==> src/rtl/cdb_arbiter.sv <==
// Round-robin arbiter for the Common Data Bus: picks one tagged FU result per cycle and registers it as the CDB broadcast.
// Optional per-FU grant / conflict statistics are enabled by defining CDB_ARB_STATS_EN.
module cdb_arbiter #(
    parameter int NUM_REQ = 4,
    parameter int TAG_W   = 8,
    parameter int DATA_W  = 32
) (
    input  logic                      clk,
    input  logic                      rst,
    input  logic                      flush,
    input  logic                      cdb_hold,
    input  logic [NUM_REQ-1:0]        req,
    input  logic [NUM_REQ*TAG_W-1:0]  req_tag,
    input  logic [NUM_REQ*DATA_W-1:0] req_data,
    output logic [NUM_REQ-1:0]        grant,
    output logic                      cdb_valid,
    output logic [TAG_W-1:0]          cdb_tag,
    output logic [DATA_W-1:0]         cdb_data,
    output logic                      proto_err
`ifdef CDB_ARB_STATS_EN
    ,
    input  logic [1:0]                stat_sel,
    output logic [15:0]               stat_grant_cnt,
    output logic [15:0]               stat_conflict_cnt
`endif
);

    localparam int PTR_W = (NUM_REQ > 1) ? $clog2(NUM_REQ) : 1;

    logic [PTR_W-1:0]   rr_ptr_q, rr_ptr_d;
    logic               cdb_valid_q, cdb_valid_d;
    logic [TAG_W-1:0]   cdb_tag_q, cdb_tag_d;
    logic [DATA_W-1:0]  cdb_data_q, cdb_data_d;
    logic               proto_err_q, proto_err_d;

    logic [NUM_REQ-1:0] elig;
    logic               proto_hit;
    logic               gnt_found;
    logic [PTR_W-1:0]   gnt_idx;
    logic [TAG_W-1:0]   gnt_tag;
    logic [DATA_W-1:0]  gnt_data;

    // Tag 0 means "no producer": such a request is never eligible and flags a protocol error.
    always_comb begin
        elig      = '0;
        proto_hit = 1'b0;
        for (int i = 0; i < NUM_REQ; i++) begin
            elig[i] = req[i] && (req_tag[i*TAG_W +: TAG_W] != '0);
            if (req[i] && (req_tag[i*TAG_W +: TAG_W] == '0))
                proto_hit = 1'b1;
        end
    end

    always_comb begin
        gnt_found = 1'b0;
        gnt_idx   = '0;
        grant     = '0;
        if (!rst && !flush && !cdb_hold) begin
            for (int k = 0; k < NUM_REQ; k++) begin
                if (!gnt_found && elig[(int'(rr_ptr_q) + k) % NUM_REQ]) begin
                    gnt_found = 1'b1;
                    gnt_idx   = PTR_W'((int'(rr_ptr_q) + k) % NUM_REQ);
                end
            end
        end
        if (gnt_found)
            grant[gnt_idx] = 1'b1;
    end

    always_comb begin
        gnt_tag  = req_tag[gnt_idx*TAG_W +: TAG_W];
        gnt_data = req_data[gnt_idx*DATA_W +: DATA_W];
    end

    // Idle cycles clear the tag but leave data as-is, so only valid/tag toggle on the bus.
    always_comb begin
        rr_ptr_d    = rr_ptr_q;
        cdb_valid_d = gnt_found;
        cdb_tag_d   = '0;
        cdb_data_d  = cdb_data_q;
        proto_err_d = proto_err_q | proto_hit;
        if (gnt_found) begin
            rr_ptr_d   = (gnt_idx == PTR_W'(NUM_REQ - 1)) ? '0 : gnt_idx + PTR_W'(1);
            cdb_tag_d  = gnt_tag;
            cdb_data_d = gnt_data;
        end
    end

    always_ff @(posedge clk or posedge rst) begin
        if (rst) begin
            rr_ptr_q    <= '0;
            cdb_valid_q <= 1'b0;
            cdb_tag_q   <= '0;
            cdb_data_q  <= '0;
            proto_err_q <= 1'b0;
        end else begin
            rr_ptr_q    <= rr_ptr_d;
            cdb_valid_q <= cdb_valid_d;
            cdb_tag_q   <= cdb_tag_d;
            cdb_data_q  <= cdb_data_d;
            proto_err_q <= proto_err_d;
        end
    end

    assign cdb_valid = cdb_valid_q;
    assign cdb_tag   = cdb_tag_q;
    assign cdb_data  = cdb_data_q;
    assign proto_err = proto_err_q;

`ifdef CDB_ARB_STATS_EN
    logic [15:0]        grant_cnt_q [NUM_REQ];
    logic [15:0]        grant_cnt_d [NUM_REQ];
    logic [15:0]        conflict_cnt_q, conflict_cnt_d;
    logic               multi_elig;

    // Counters saturate at all-ones; flush deliberately leaves them alone.
    always_comb begin
        multi_elig     = |(elig & (elig - NUM_REQ'(1)));
        conflict_cnt_d = conflict_cnt_q;
        if (gnt_found && multi_elig && (conflict_cnt_q != 16'hFFFF))
            conflict_cnt_d = conflict_cnt_q + 16'd1;
        for (int i = 0; i < NUM_REQ; i++) begin
            grant_cnt_d[i] = grant_cnt_q[i];
            if (grant[i] && (grant_cnt_q[i] != 16'hFFFF))
                grant_cnt_d[i] = grant_cnt_q[i] + 16'd1;
        end
    end

    always_ff @(posedge clk or posedge rst) begin
        if (rst) begin
            conflict_cnt_q <= '0;
            for (int i = 0; i < NUM_REQ; i++)
                grant_cnt_q[i] <= '0;
        end else begin
            conflict_cnt_q <= conflict_cnt_d;
            for (int i = 0; i < NUM_REQ; i++)
                grant_cnt_q[i] <= grant_cnt_d[i];
        end
    end

    assign stat_grant_cnt    = (int'(stat_sel) < NUM_REQ) ? grant_cnt_q[stat_sel] : '0;
    assign stat_conflict_cnt = conflict_cnt_q;
`endif

endmodule

==> config.mk <==
export PLATFORM = sky130hd
export DESIGN_NAME = cdb_arbiter
export DESIGN_NICKNAME = d
export VERILOG_FILES = /design/src/rtl/cdb_arbiter.sv
export SDC_FILE = /design/constraint.sdc
export NUM_CORES = 1
export LEC_CHECK = 0
export CORE_MARGIN = 2
export CORE_UTILIZATION = 32
export DETAILED_ROUTE_END_ITERATION = 16
export GPL_ROUTABILITY_DRIVEN = 0
export HOLD_SLACK_MARGIN = 0.05
export MAX_ROUTING_LAYER = met4
export PLACE_DENSITY = 0.76
export SLEW_MARGIN = 20
export SYNTH_ARGS = -nofsm -noshare
export SYNTH_HDL_FRONTEND = slang
export SYNTH_SLANG_ARGS = --single-unit
export TNS_END_PERCENT = 10
==> constraint.sdc <==
create_clock -name clk -period 2.8 [get_ports clk]
set_input_delay 0.42 -clock clk [delete_from_list [all_inputs] [get_ports clk]]
set_output_delay 0.42 -clock clk [all_outputs]
set_load 0.005 [all_outputs]
==> metrics.md, run 1 <==
| Metric | Value |
|---|---|
| Post-synthesis cell area | just under 3000 um2 |
| Final Cell Area | around 5400 um2 |
| Largest net degree at the start of global routing | between 40 and 50 |
| # rows | 34 |
| Switching share of total power | 30.2% |
| Final Hold Vio Count | 0 |
| GRT Util Overall | between 20% and 30% |
| Number of synthesis warnings | 0 |
| Final worst setup slack | -0.00112 ns |
| CP Cell Sequence | buf_2 > or4_4 > o21ai_4 > nand2_2 > o211a_1 > o221ai_4 > inv_2 > ha_4 > and2_4 > buf_6 |
| Fill cell count | between 700 and 800 |
| Max incr delay on CP | approximately 0.53 ns |
| Setup WS pre-CTS | -0.715 ns |
| Syn Area/Cell | approximately 11 um2 |
| CTS Sinks | between 40 and 50 |
| Initial antenna violation count | 0 |
| Reg clk slew, reported paths | ~0.080 ns |
| Clock share of power | between 15 and 20% |
| Synth-to-Final Area Change | 85.8% |
| Failing checks | setup timing |
| CTS tree | done |
| Post-synthesis mux area share | between 20 and 30% |
| Routed wl met2 | between 5000 and 6000 um |
| Worst skew pair latency | slightly below 0.3 ns |
| Synth Area in Simple Gates | around 12% |
| Worst EP required | roughly 2.4 ns |
| CP startpoint kind | input pin |
| Post-synthesis compound-gate area fraction | 14.5% |
| Root Buffer | clkbuf_8 |
| CP delay by family, top | simple AND/OR/NAND/NOR gates |
| Crit path kind | input pin to output pin |
| Die width | 99.5 um |
| Metal-1 WL | roughly 4100 um |
| Die Y | roughly 99 um |
| Critical path buffer and inverter count | 3 |
| DR pass1 iterations | 6 |
| Quantity of hold-fixing buffers added after cts | 0 |
| Max Fanout on Critical Path | 5 |
| IO buf count | approximately 210 |
| Clock Skews | around 0.0065 ns |
| First-pass GRT wire length | about 16000 um |
| Sequential area share after synthesis | 37.7% |
| Final ANT Viol Nets | 0 |
| Max_cap viols | 0 |
| Slowest stage cell, crit path | or4_4 |
| Initial Util | 33.3% |
| Antenna Cells | 0 |
| Netlist cell types | 32 |
| Htree depth | 2 |
| Total gr overflow | 0 |
| Post-detail-place hpwl | between 8000 and 9000 um |
| Sequential Power Share | between 30% and 40% |
| Synthesized instance count | 265 |
| Syn nets | approximately 440 |
| Total Die Area | just under 10000 um2 |
| Gate power share | about half |
| Hold crit path type | flip-flop to flip-flop |
| Largest family of logic cells by synthesized area | multiplexers |
| Layout cells sized above 1 | 20.7% |
| Vias per inst | approximately 5.1 |
| PD cells | 447 nW/um2 |
| Layout Utilization | about 60% |
| RSZ-0062 raised after global routing | true |
| Worst-margin pin slew | between 0.3 and 0.4 ns |
| CP Capture Type | output pin |
| Post-route clock period utilization | 100% |
| Initial DRC count | 38 |
| CTS max path bufs | 2 |
| Drt drc | 0 |
| Clock period minus final worst setup slack | between 2 and 3 ns |
| Total wire length | 10400 um |
| Maximum vdd ir drop | 202 uV |
| Top sig layer | met4 |
| Leak pwr | between 0.002 and 0.0025 uW |
| CTS Buf Count | 5 |
| Status | finished with violations |
| Cell-internal power | about 1700 uW |
| Peak Freq | roughly 360 MHz |
| Synth Area in Adders | 1.72% |
| WL/cell | about 17 um |
| Final setup fails | 1 |
| I/O pin count | 214 |
| Slew HR | between 70 and 80% |
| Dpl cell area | approximately 5300 um2 |
| Final Slew Violations | 0 |
| Met3 WL post-DR | between 700 and 800 um |
| Xor/xnor cell area share of the yosys netlist | 0% |
| Worst EP arrival | 2.38 ns |
| # nets final | between 600 and 700 |
| Switching power | ~730 uW |
| #FFs+latches synth | 44 |
| Total core area | a little under 9000 um2 |
| Vias in the first global route | between 3000 and 4000 |
| Vias | slightly above 3000 |
==> flip-flops by register name, indices dropped and copies added, names as in the netlist <==
| register | cells |
|---|---|
| cdb_data | 32 |
| cdb_tag | 8 |
| cdb_valid | 1 |
| proto_err | 1 |
| rr_ptr_q | 2 |
==> path summary, 6_finish.rpt <==
check | slack (ns) | endpoint | cells after the start | startpoint
min reg2reg | 0.49 | cdb_data[16] | 2 | cdb_data[16]
min in group asynchronous | 0.50 | rr_ptr_q[1] | 3 | rst
max | -0.001 | grant[3] | 10 | req_tag[24]
max in group asynchronous | 2.06 | rr_ptr_q[0] | 3 | rst
max reg2reg | 0.59 | cdb_tag[7] | 8 | rr_ptr_q[1]
min | 0.49 | cdb_data[16] | 2 | cdb_data[16]
==> what timing repair did <==
action,4_1_cts,5_1_grt
pin swaps,22,20
endpoints found under the setup margin,44,25
gates resized for setup,132,18
buffers inserted,6,1
==> cells in the mapped netlist <==
cell type   n  area share [%]
a21boi_2    1            0.39
a21oi_1     3            0.51
a222oi_1    1            0.34
and2_1     13             2.8
buf_2       6             1.0
buf_4       1            0.26
buf_6       8             3.1
clkbuf_1    4            0.51
dfrtp_1    44              38
ha_1        4             1.7
inv_1       3            0.39
inv_2       2            0.26
mux2i_1    64              22
mux4_2      8             6.2
nand2_1    39             5.0
nand2_2     2            0.43
nand3_1     1            0.17
nand4b_1    1            0.30
nor2_1      6            0.77
nor2b_1     2            0.43
nor3_1      1            0.17
o211a_1     1            0.34
o211ai_2    1            0.43
o21a_1      1            0.26
o21ai_0     1            0.17
o21ai_1     2            0.34
o21ai_2     3            0.90
o221ai_1   32             9.6
o221ai_4    1            0.90
o2bb2ai_1   1            0.30
or4_1       6             1.5
or4_4       2            0.77
==> worst register-to-register path, stage by stage, from the launching register on <==
cell	delay (ns)
dfrtp_1	0.47
nand4b_1	0.25
a21boi_4	0.18
o221ai_4	0.19
buf_6	0.15
buf_4	0.11
buf_6	0.23
mux4_2	0.35
and2_1	0.18
==> kinds of logic after synthesis <==
kind of cell             Yosys count
multiplexers                      72
AND/OR/NAND/NOR                   73
flip-flops                        44
adder cells (fa/ha/maj)            4
buffers and inverters             24
AO/OA/AOI/OAI                     48
==> power groups by stage <==
stage          clock network [uW]  logic [uW]  registers, uW
2_1_floorplan                   0         550            876
3_3_place_gp                    0        1170            865
3_5_place_dp                    0        1200            870
4_1_cts                       394        1200            858
5_1_grt                       425        1280            879
6_report                      375        1190            859
==> layout by cell type (no fill, tap or decap), types with 2 or more instances in the layout <==
| master | netlist | routed |
|---|---|---|
| a21oi_1 | 3 | 2 |
| and2_1 | 13 | 10 |
| and2_4 | 0 | 3 |
| buf_12 | 0 | 5 |
| buf_2 | 6 | 19 |
| buf_4 | 1 | 14 |
| buf_6 | 8 | 9 |
| clkbuf_2 | 0 | 5 |
| clkbuf_8 | 0 | 5 |
| clkdlybuf4s15_1 | 0 | 7 |
| clkdlybuf4s50_1 | 0 | 177 |
| dfrtp_1 | 44 | 44 |
| ha_4 | 0 | 3 |
| inv_2 | 2 | 4 |
| mux2i_1 | 64 | 63 |
| mux4_2 | 8 | 8 |
| nand2_1 | 39 | 39 |
| nand2_2 | 2 | 2 |
| nor2_1 | 6 | 4 |
| nor2_4 | 0 | 2 |
| o21ai_4 | 0 | 4 |
| o221ai_1 | 32 | 32 |
| or4_4 | 2 | 8 |
==> area by class of cell <==
class	count	area, um2	share of cell area (%)
Clock inverter	1	5.00	0.0923
Sequential cell	44	1100	20.3
Clock buffer	6	72.6	1.34
Inverter	5	18.8	0.346
Tap cell	108	135	2.49
Multi-Input combinational cell	197	1820	33.6
Timing Repair Buffer	236	2270	41.9
==> metal layers <==
metal	track usage [%]	vias to the layer above
met5	-	-
met4	4.43	0
met3	4.29	10
met2	38.8	141
met1	23.3	1454
li1	-	1465
==> through the flow <==
step                      power, uW  hold WS [ns]  setup TNS, ns  std cells
final                          2420         0.488       -0.00112        597
after global routing           2590         0.524         -0.198        597
after CTS                      2450         0.495              0        596
after detailed placement       2070         0.469         -19.58        583
after global placement         2040         0.469         -17.27        583
after floorplan                1430         0.463              0        265
Note: power is estimated with default switching activity, not from simulation.
==> run 2, diff against run 1 <==
--- a/config.mk
+++ b/config.mk
@@ -12,6 +12,7 @@
 export HOLD_SLACK_MARGIN = 0.05
 export MAX_ROUTING_LAYER = met4
 export PLACE_DENSITY = 0.76
+export RECOVER_POWER = 50
 export SLEW_MARGIN = 20
 export SYNTH_ARGS = -nofsm -noshare
 export SYNTH_HDL_FRONTEND = slang
==> run 2 against run 1 <==
  * The run still ends with setup timing left
  * Core utilization is 0.17 points lower
  * Combinational power about the same
  * Sequential share of layout area increased by 0.056 points
  * Register-to-register slack hardly changed
==> metrics.md, run 2 (synthesis results as in run 1) <==
| Metric | Value |
|---|---|
| Post-route clock period utilization | 100% (about the same) |
| Clock period minus final worst setup slack | 2.80 ns (-0.00103 ns) |
| Sequential Power Share | 35.7% (+0.2 points) |
| CP startpoint kind | input pin |
| Worst EP required | 2.38 ns (about the same) |
| Crit path kind | input pin to output pin |
| Drt drc | 0 (unchanged) |
| Clock Skews | 0.00613 ns (-0.000352 ns) |
| Leak pwr | 0.00240 uW (+1.3%) |
| Final Slew Violations | 0 (unchanged) |
| Status | finished with violations |
| CTS Buf Count | 5 (unchanged) |
| Synth-to-Final Area Change | 85.2% |
| Final Cell Area | 5410 um2 (-0.28%) |
| Htree depth | 2 (unchanged) |
| CP Cell Sequence | buf_2 > or4_4 > o21ai_4 > nand2_2 > o211a_1 > o221ai_4 > inv_2 > ha_4 > and2_4 > buf_6 |
| Commonest non-fill, non-tap cell in the layout | clkdlybuf4s50_1 |
| Max reg flops | 32 (unchanged) |
| Total core area | 8760 um2 (unchanged) |
| Vias | 3081 (+0.36%) |
| Hold crit path type | flip-flop to flip-flop |
| Fill cell count | 768 (+0.26%) |
| PD cells | 444 nW/um2 (-0.70%) |
| Worst-margin pin slew | 1.12 ns (+0.775 ns) |
| Total gr overflow | 0 (unchanged) |
| Total wire length | 10400 um (about the same) |
| Hold endpoint | cdb_data[28] |
| Dpl cell area | 5310 um2 (unchanged) |
| Final worst setup slack | -0.0000928 ns (+0.00103 ns) |
| Most frequent cells in the layout | clkdlybuf4s50_1 (156), mux2i_1 (63), dfrtp_1 (44), nand2_1 (39), o221ai_1 (32) |
| First-pass GRT wire length | 16100 um (unchanged) |
| Max Fanout on Critical Path | 5 (unchanged) |
| Largest net degree at the start of global routing | 45 (unchanged) |
| Clock share of power | 15.6% (about the same) |
| Reg-to-reg endpoint | cdb_tag[7] |
| Antenna Cells | 0 (unchanged) |
| I/O pin count | 214 (unchanged) |
| R2R setup slack | 0.58 ns (about the same) |
| R2r startpoint | rr_ptr_q[1] |
| Layout cells sized above 1 | 20.4% (-0.20 points) |
| # rows | 34 (unchanged) |
| Switching share of total power | 30.4% (+0.16 points) |
| CTS max path bufs | 2 (unchanged) |
| Reg clk slew, reported paths | 0.08 ns (about the same) |
| Failing checks | setup timing |
| Initial antenna violation count | 0 (unchanged) |
| WHS | 0.487 ns (-0.000665 ns) |
| Worst skew pair latency | 0.29 ns (about the same) |
| WL/cell | 17.5 um (about the same) |
| Total Die Area | 9900 um2 (unchanged) |
| Initial DRC count | 33 (-13%) |
| Final Hold Vio Count | 0 (unchanged) |
| Peak Freq | 357 MHz (about the same) |
| Initial Util | 33.3% (unchanged) |
| R2R depth | 8 (unchanged) |
| Die Y | 99.5 um (unchanged) |
| DR pass1 iterations | 4 (-2) |
| Total power | 2400 uW (-0.98%) |
| Vias per inst | 5.16 (+0.36%) |
| # nets final | 661 (unchanged) |
| Final setup fails | 1 (unchanged) |
| Final ANT Viol Nets | 0 (unchanged) |
| Maximum vdd ir drop | 201 uV (-0.73%) |
| Worst EP arrival | 2.38 ns (about the same) |
| Slowest stage cell, crit path | or4_4 |
| GRT Util Overall | 21.0% (unchanged) |
| Die width | 99.5 um (unchanged) |
| Vias in the first global route | 3261 (unchanged) |
| Gate power share | 48.6% (-0.4 points) |
| Root Buffer | clkbuf_8 |
| CTS tree | done |
| HP Start | cdb_data[28] |
| IO buf count | 213 (unchanged) |
| Post-detail-place hpwl | 8240 um (unchanged) |
| Cell-internal power | 1670 uW (-1.2%) |
| CP Capture Type | output pin |
| RSZ-0062 raised after global routing | true |
| CTS Sinks | 44 (unchanged) |
| Switching power | 729 uW (-0.44%) |
| Slew HR | 25.2% (-52 points) |
| Hold path depth | 2 (unchanged) |
| Max_cap viols | 0 (unchanged) |
| Setup TNS Final | -0.0000928 ns (+0.00103 ns) |
| Max incr delay on CP | 0.53 ns (about the same) |
-- run 2: cell types whose count changed in the layout (fill, tap and decap cells not counted), sizes merged --
| cell | delta |
|---|---|
| inv | -1 |
| clkdlybuf4s50 | -21 |
| clkinv | +1 |
| clkbuf | +1 |
| buf | -1 |
| dlygate4sd3 | +21 |
-- run 2: stage by stage --
step                worst slack [ns]  std cells  util [%]
detailed placement            -0.715        583      60.5
CTS                          0.00323        596      61.3
global placement              -0.658        583      60.5
global route                 -0.0626        597      61.7
floorplan                   0.000614        265         -
finish                    -0.0000928        597      61.7
-- run 2: area by class of cell --
type                    instances  area [um2]  area share [%]
clock inverters                 1        5.00          0.0926
multi-input cells             197        1820            33.7
flip-flops and latches         44        1100            20.4
well taps                     108         135            2.50
repair buffers                236        2250            41.7
clock buffers                   6        72.6            1.34
inverters                       5        18.8           0.347
-- run 2: layer usage --
layer | share of wire [%] | up-vias | routed length, um | track usage (%)
met5 | 0 | - | 0 | -
met4 | 1.0 | 0 | 106 | 4.43
li1 | - | 1467 | - | -
met2 | 53 | 145 | 5490 | 38.8
met1 | 39 | 1457 | 4090 | 23.3
met3 | 7.0 | 12 | 726 | 4.29
-- run 2: worst max path at each step --
stage | slack [ns] | cells past startpoint | end | from
2_1_floorplan | 0.0006 | 10 | grant[3] | req_tag[26]
3_3_place_gp | -0.66 | 9 | grant[0] | req_tag[9]
3_5_place_dp | -0.71 | 9 | grant[0] | req_tag[13]
4_1_cts | 0.003 | 10 | grant[2] | req_tag[23]
5_1_grt | -0.06 | 10 | grant[2] | req_tag[24]
6_report | -0.00009 | 10 | grant[3] | req_tag[24]
-- run 2: repair_timing --
| item | 4_1_cts | 5_1_grt |
|---|---|---|
| pin swaps | 22 | 20 |
| setup buffers | 6 | 1 |
| endpoints found under the setup margin | 44 | 25 |
| gates resized for setup | 132 | 18 |
| endpoints found under the hold margin | 0 | 0 |
| hold buffers | 0 | 0 |
-- run 2: power by group through the flow --
stage,registers (uW),logic [uW],clock network (uW)
floorplan,876,550,0
global placement,865,1170,0
detailed placement,870,1200,0
CTS,858,1200,394
global route,877,1260,425
finish,857,1170,375
-- run 2: worst max-delay path: cells and delay by family --
kind	cells	cell delay, ns
simple gates	3	0.76
compound gates	3	0.72
buf+inv	3	0.32
fa+ha+maj	1	0.16
==> RTL change 1, RTL diff (settings of run 1) <==
Register the output `proto_err` once more, with the module's reset; this adds one clock of latency there. The other outputs are not delayed to match.
--- a/src/rtl/cdb_arbiter.sv
+++ b/src/rtl/cdb_arbiter.sv
@@ -106,5 +106,11 @@
     assign cdb_tag   = cdb_tag_q;
     assign cdb_data  = cdb_data_q;
-    assign proto_err = proto_err_q;
+    always_ff @(posedge clk or posedge rst) begin
+        if (rst) begin
+            proto_err <= '0;
+        end else begin
+            proto_err <= proto_err_q;
+        end
+    end
 
 `ifdef CDB_ARB_STATS_EN
Behaviour: not the same (Yosys sat finds a counterexample within 4 cycles, from zero or initial values and one cycle with rst high).
==> RTL change 1 against run 1 <==
Cell area grew 3.1%; critical path type unchanged; power increased by 7.9%; sequential cell count is 1 higher; worst setup slack got worse by 79 ps; wire length is 2.7% higher; combinational power grew 3%; register-to-register slack about the same; largest cell class unchanged; the flow still finishes with violations (setup timing); area after synthesis grew 0.86%; largest power group unchanged.
==> RTL change 1: results <==
[sta]
final.setup.worst_slack_ps = -80.1
slew_headroom = 0.656
skew_ps = 5.25
final-setup-viol-count = 4
timing.hold.ws_ps = 388

[min_path]
hold_path_depth = 0
holdCritStartpoint = proto_err_q$_DFF_PP0_

[yosys]
yosys-top-cells-area = sky130_fd_sc_hd__dfrtp_1 38%, sky130_fd_sc_hd__mux2i_1 22%, sky130_fd_sc_hd__o221ai_1 9.5%
syn_nets = 438
synth_largest_type_area_fraction = 0.383
post_synth_most_frequent_cells = 64 x sky130_fd_sc_hd__mux2i_1, 45 x sky130_fd_sc_hd__dfrtp_1, 39 x sky130_fd_sc_hd__nand2_1, 32 x sky130_fd_sc_hd__o221ai_1, 13 x sky130_fd_sc_hd__and2_1

[global_route]
grtUsageMet3 = 0.0460
use_met2 = 0.402
grt.met1_usage = 0.238
grt_first_pass_wirelength_um = 16800
groute.usage.overall = 0.218
grt_max_degree = 42

[power]
p_int_uw = 1850
p_leak_uw = 0.00244

[placement]
place.detailed.hpwl_um = 8460

[run_status]
status = finished with violations
violations = setup timing

[setup_path]
critical_path_arrival_ps = 2460
critPathMaxStageDelay_ps = 550
r2r.worst_path.cells = 7
crit_start = req_tag[27]

[route]
detail_route.wl_per_cell_um = 17.7
vias_per_cell = 5.17
detailedRoute.firstIterationViolations = 43

[clocking]
clock_tree.root_cell = sky130_fd_sc_hd__clkbuf_8

[cells_and_area]
drive_above_1_share = 0.218
fillerInstances = 734
==> RTL change 1: area by class of cell <==
type | count | area [um^2] | area share
clock buffer | 7 | 86.3 | 0.0155
clock inverter | 1 | 30.0 | 0.00537
inverter | 5 | 23.8 | 0.00425
multi-input combinational | 197 | 1830 | 0.327
sequential | 45 | 1130 | 0.202
tap | 108 | 135 | 0.0242
timing repair buffer | 241 | 2360 | 0.422
==> RTL change 1: power groups by stage <==
| stage | Combinational, uW | Clock (uW) | Sequential, uW |
|---|---|---|---|
| after floorplan | 550 | 0 | 894 |
| after global placement | 1170 | 0 | 879 |
| after detailed placement | 1190 | 0 | 887 |
| after CTS | 1220 | 525 | 874 |
| after global routing | 1320 | 554 | 894 |
| final | 1230 | 509 | 874 |
==> RTL change 1: cell families (layout without fill, tap and decap cells) <==
logic type / after synthesis / after routing / share of synthesized area
buffers and inverters: 24 / 254 / 0.0548
adders and majority gates: 4 / 4 / 0.0170
DFF: 45 / 45 / 0.383
muxes: 72 / 72 / 0.279
and+or+nand+nor: 73 / 73 / 0.123
AOI/OAI and AO/OA: 48 / 48 / 0.144
==> RTL change 1: metrics by stage <==
stage,utilization,setup TNS (ps),cell area (um^2),cells,worst slack (ps)
final,0.635,-216,5590,604,-80.1
after global placement,0.601,-22390,5290,582,-594
after floorplan,-,0,3010,266,0.614
after CTS,0.626,-144,5510,600,-66.8
after global routing,0.635,-514,5590,604,-144
after detailed placement,0.601,-25190,5290,582,-669
==> RTL change 1: repair_timing <==
| item | 4_1_cts | 5_1_grt |
|---|---|---|
| endpoints found under the setup margin | 44 | 22 |
| pin swaps | 23 | 18 |
| resized for setup | 150 | 22 |
| hold endpoints to repair | 0 | 0 |
| buffers inserted | 10 | 5 |
==> RTL change 1: layer usage <==
| layer | part of all wire | vias up | wire, um |
|---|---|---|---|
| li1 | - | 1472 | - |
| met2 | 0.53 | 132 | 5700 |
| met4 | 0.020 | 0 | 216 |
| met5 | 0 | - | 0 |
| met1 | 0.37 | 1506 | 4000 |
| met3 | 0.074 | 14 | 790 |
==> RTL change 1: worst max-delay path: cells and delay by family <==
| kind | cells | cell delay (ps) |
|---|---|---|
| AND/OR/NAND/NOR | 3 | 770 |
| AO/OA/AOI/OAI | 3 | 740 |
| buffers and inverters | 4 | 390 |
| adder cells (fa/ha/maj) | 1 | 140 |
==> RTL change 1: worst max-delay path by stage <==
stage,endpoint,cells after the start
4_1_cts,grant[3],11
3_3_place_gp,grant[0],9
5_1_grt,grant[3],11
2_1_floorplan,grant[3],10
3_5_place_dp,grant[2],10
6_report,grant[2],11
==> RTL change 2, RTL diff (flow settings as in run 1) <==
Without the edit above. Change the parameter `NUM_REQ` from 4 to 8.
--- a/src/rtl/cdb_arbiter.sv
+++ b/src/rtl/cdb_arbiter.sv
@@ -2,5 +2,5 @@
 // Optional per-FU grant / conflict statistics are enabled by defining CDB_ARB_STATS_EN.
 module cdb_arbiter #(
-    parameter int NUM_REQ = 4,
+    parameter int NUM_REQ = 8,
     parameter int TAG_W   = 8,
     parameter int DATA_W  = 32
Interface: changed (resized grant, req, req_data and req_tag); port bits go from 214 to 382. The function was not compared with the original's and may differ.
==> RTL change 2 against run 1 <==
The run still ends with setup timing left; worst setup slack got worse by 1100 ps; synthesized cell count rose by 120%; wire length rose to 3.1 times the old value; cell area rose by 120%; register-to-register slack got worse by 1600 ps; sequential cell count rose by 1; area after synthesis rose by 99%; power rose to 2.9 times the old value; clock power rose by 69%.
==> RTL change 2: results <==
[setup_path]
r2r_start = rr_ptr_q[0]$_DFFE_PP0P_
cell_with_the_largest_stage_delay_on_the_worst_path = sky130_fd_sc_hd__mux4_2
path_max_fanout = 8
critPathMaxStageDelay_ps = 480
crit_start = req_tag[38]
critical_path_arrival_ps = 3520

[clocking]
clock_tree.buffer_depth = 2
cts.clk_slew.worst_paths_ps = 70
worstSkewPairLatency_ps = 310
cts_buffers = 5
clock_tree.htree_level_count = 2
clock_tree.root_cell = sky130_fd_sc_hd__clkbuf_16

[yosys]
post_synth_most_frequent_cells = 71 x sky130_fd_sc_hd__mux2i_1, 64 x sky130_fd_sc_hd__mux2_2, 45 x sky130_fd_sc_hd__dfrtp_1, 27 x sky130_fd_sc_hd__clkbuf_1, 26 x sky130_fd_sc_hd__nand2_1
syn_nets = 923
synthesis.instances = 588
yosysUniqueCellTypes = 70
yosys_warnings = 0
synthFlopType = sky130_fd_sc_hd__dfrtp_1
yosys-top-cells-area = sky130_fd_sc_hd__dfrtp_1 19%, sky130_fd_sc_hd__mux2_2 12%, sky130_fd_sc_hd__mux2i_1 12%
synth-async-reset-ratio = 1.00
yosysSeqAreaShare = 0.194

[sta]
final-setup-viol-count = 52
final.setup.worst_slack_ps = -1140
finalSetupTns_ps = -51890
skew_ps = 3.66
slew_headroom = 0.545

[route]
vias_per_cell = 5.96
detail_route.wl_per_cell_um = 24.3
detailedRoute.firstIterationViolations = 721
vias = 7945
drt_pass1_iterations = 7

[placement]
place.detailed.hpwl_um = 24600
placed_cell_area_um2 = 10900
placed_cells_incl_taps = 1284
portBuffers = 381

[global_route]
grt_antenna_before_repair = 6
groute.usage.overall = 0.330
grt_first_pass_wirelength_um = 47500
grt_max_degree = 46
grt_pass1_vias = 8077

[cells_and_area]
drive_above_1_share = 0.364
finish.net_count = 1431
flip_flop_count_of_the_largest_register_all_copies_and_words_added = 32
fillerInstances = 1367

[run_status]
violations = setup timing
status = finished with violations

[power]
p_leak_uw = 0.00483
power.ir.vdd_worst_mv = 0.384

[min_path]
holdCritStartpoint = cdb_data[2]$_DFFE_PP0P_
hold_path.class = reg -> reg
==> RTL change 2: worst paths after layout <==
kind                                           end  slack [ps]  cells past startpoint
setup / recovery                          grant[7]       -1140                     14
hold / removal             cdb_data[2]$_DFFE_PP0P_         510                      1
setup reg to reg              cdb_tag[4]$_DFF_PP0_       -1020                     17
hold reg to reg            cdb_data[2]$_DFFE_PP0P_         510                      1
max in group asynchronous     cdb_tag[3]$_DFF_PP0_        1590                      4
min in group asynchronous     cdb_tag[6]$_DFF_PP0_         720                      4
==> RTL change 2: power breakdown <==
group | switching, uW | total, uW | internal [uW]
combinational | 2450 | 5430 | 2980
sequential | 132 | 1000 | 870
clock | 299 | 633 | 334
==> RTL change 2: critical path, delay by kind of cell <==
family,cells,cell delay [ps]
buffers and inverters,5,1000
and+or+nand+nor,4,730
muxes,2,750
AOI/OAI and AO/OA,3,600
==> RTL change 2: through the flow <==
stage / worst slack [ps] / utilization
after floorplan: -988 / -
after global placement: -1670 / 0.608
after detailed placement: -1670 / 0.608
after CTS: -997 / 0.658
after global routing: -1200 / 0.670
final: -1140 / 0.670
==> RTL change 2: repair_timing <==
| item | 4_1_cts | 5_1_grt |
|---|---|---|
| gates cloned | 4 | 0 |
| setup endpoints to repair | 52 | 52 |
| resized for setup | 244 | 36 |
| buffers inserted | 26 | 5 |
| pin swaps | 64 | 31 |
==> RTL change 2: routing by layer <==
layer,track usage,vias to the layer above,wire length (um)
met5,-,-,0
met4,0.125,0,1450
met3,0.0801,122,3310
met2,0.519,542,15200
met1,0.412,3804,12500
li1,-,3477,-
==> RTL change 2: kinds of logic after synthesis <==
group / synth area share
adder cells (fa/ha/maj): 0.00647
flip-flops: 0.194
AND/OR/NAND/NOR: 0.121
AO/OA/AOI/OAI: 0.266
XOR/XNOR: 0.00604
buffers and inverters: 0.0509
multiplexers: 0.355
==> RTL change 2: final cells by class <==
cell class	count	share of cell area
Antenna cell	6	0.00125
Clock buffer	7	0.0111
Clock inverter	1	0.000626
Inverter	11	0.00386
Multi-Input combinational cell	480	0.416
Sequential cell	45	0.0939
Tap cell	229	0.0239
Timing Repair Buffer	553	0.449
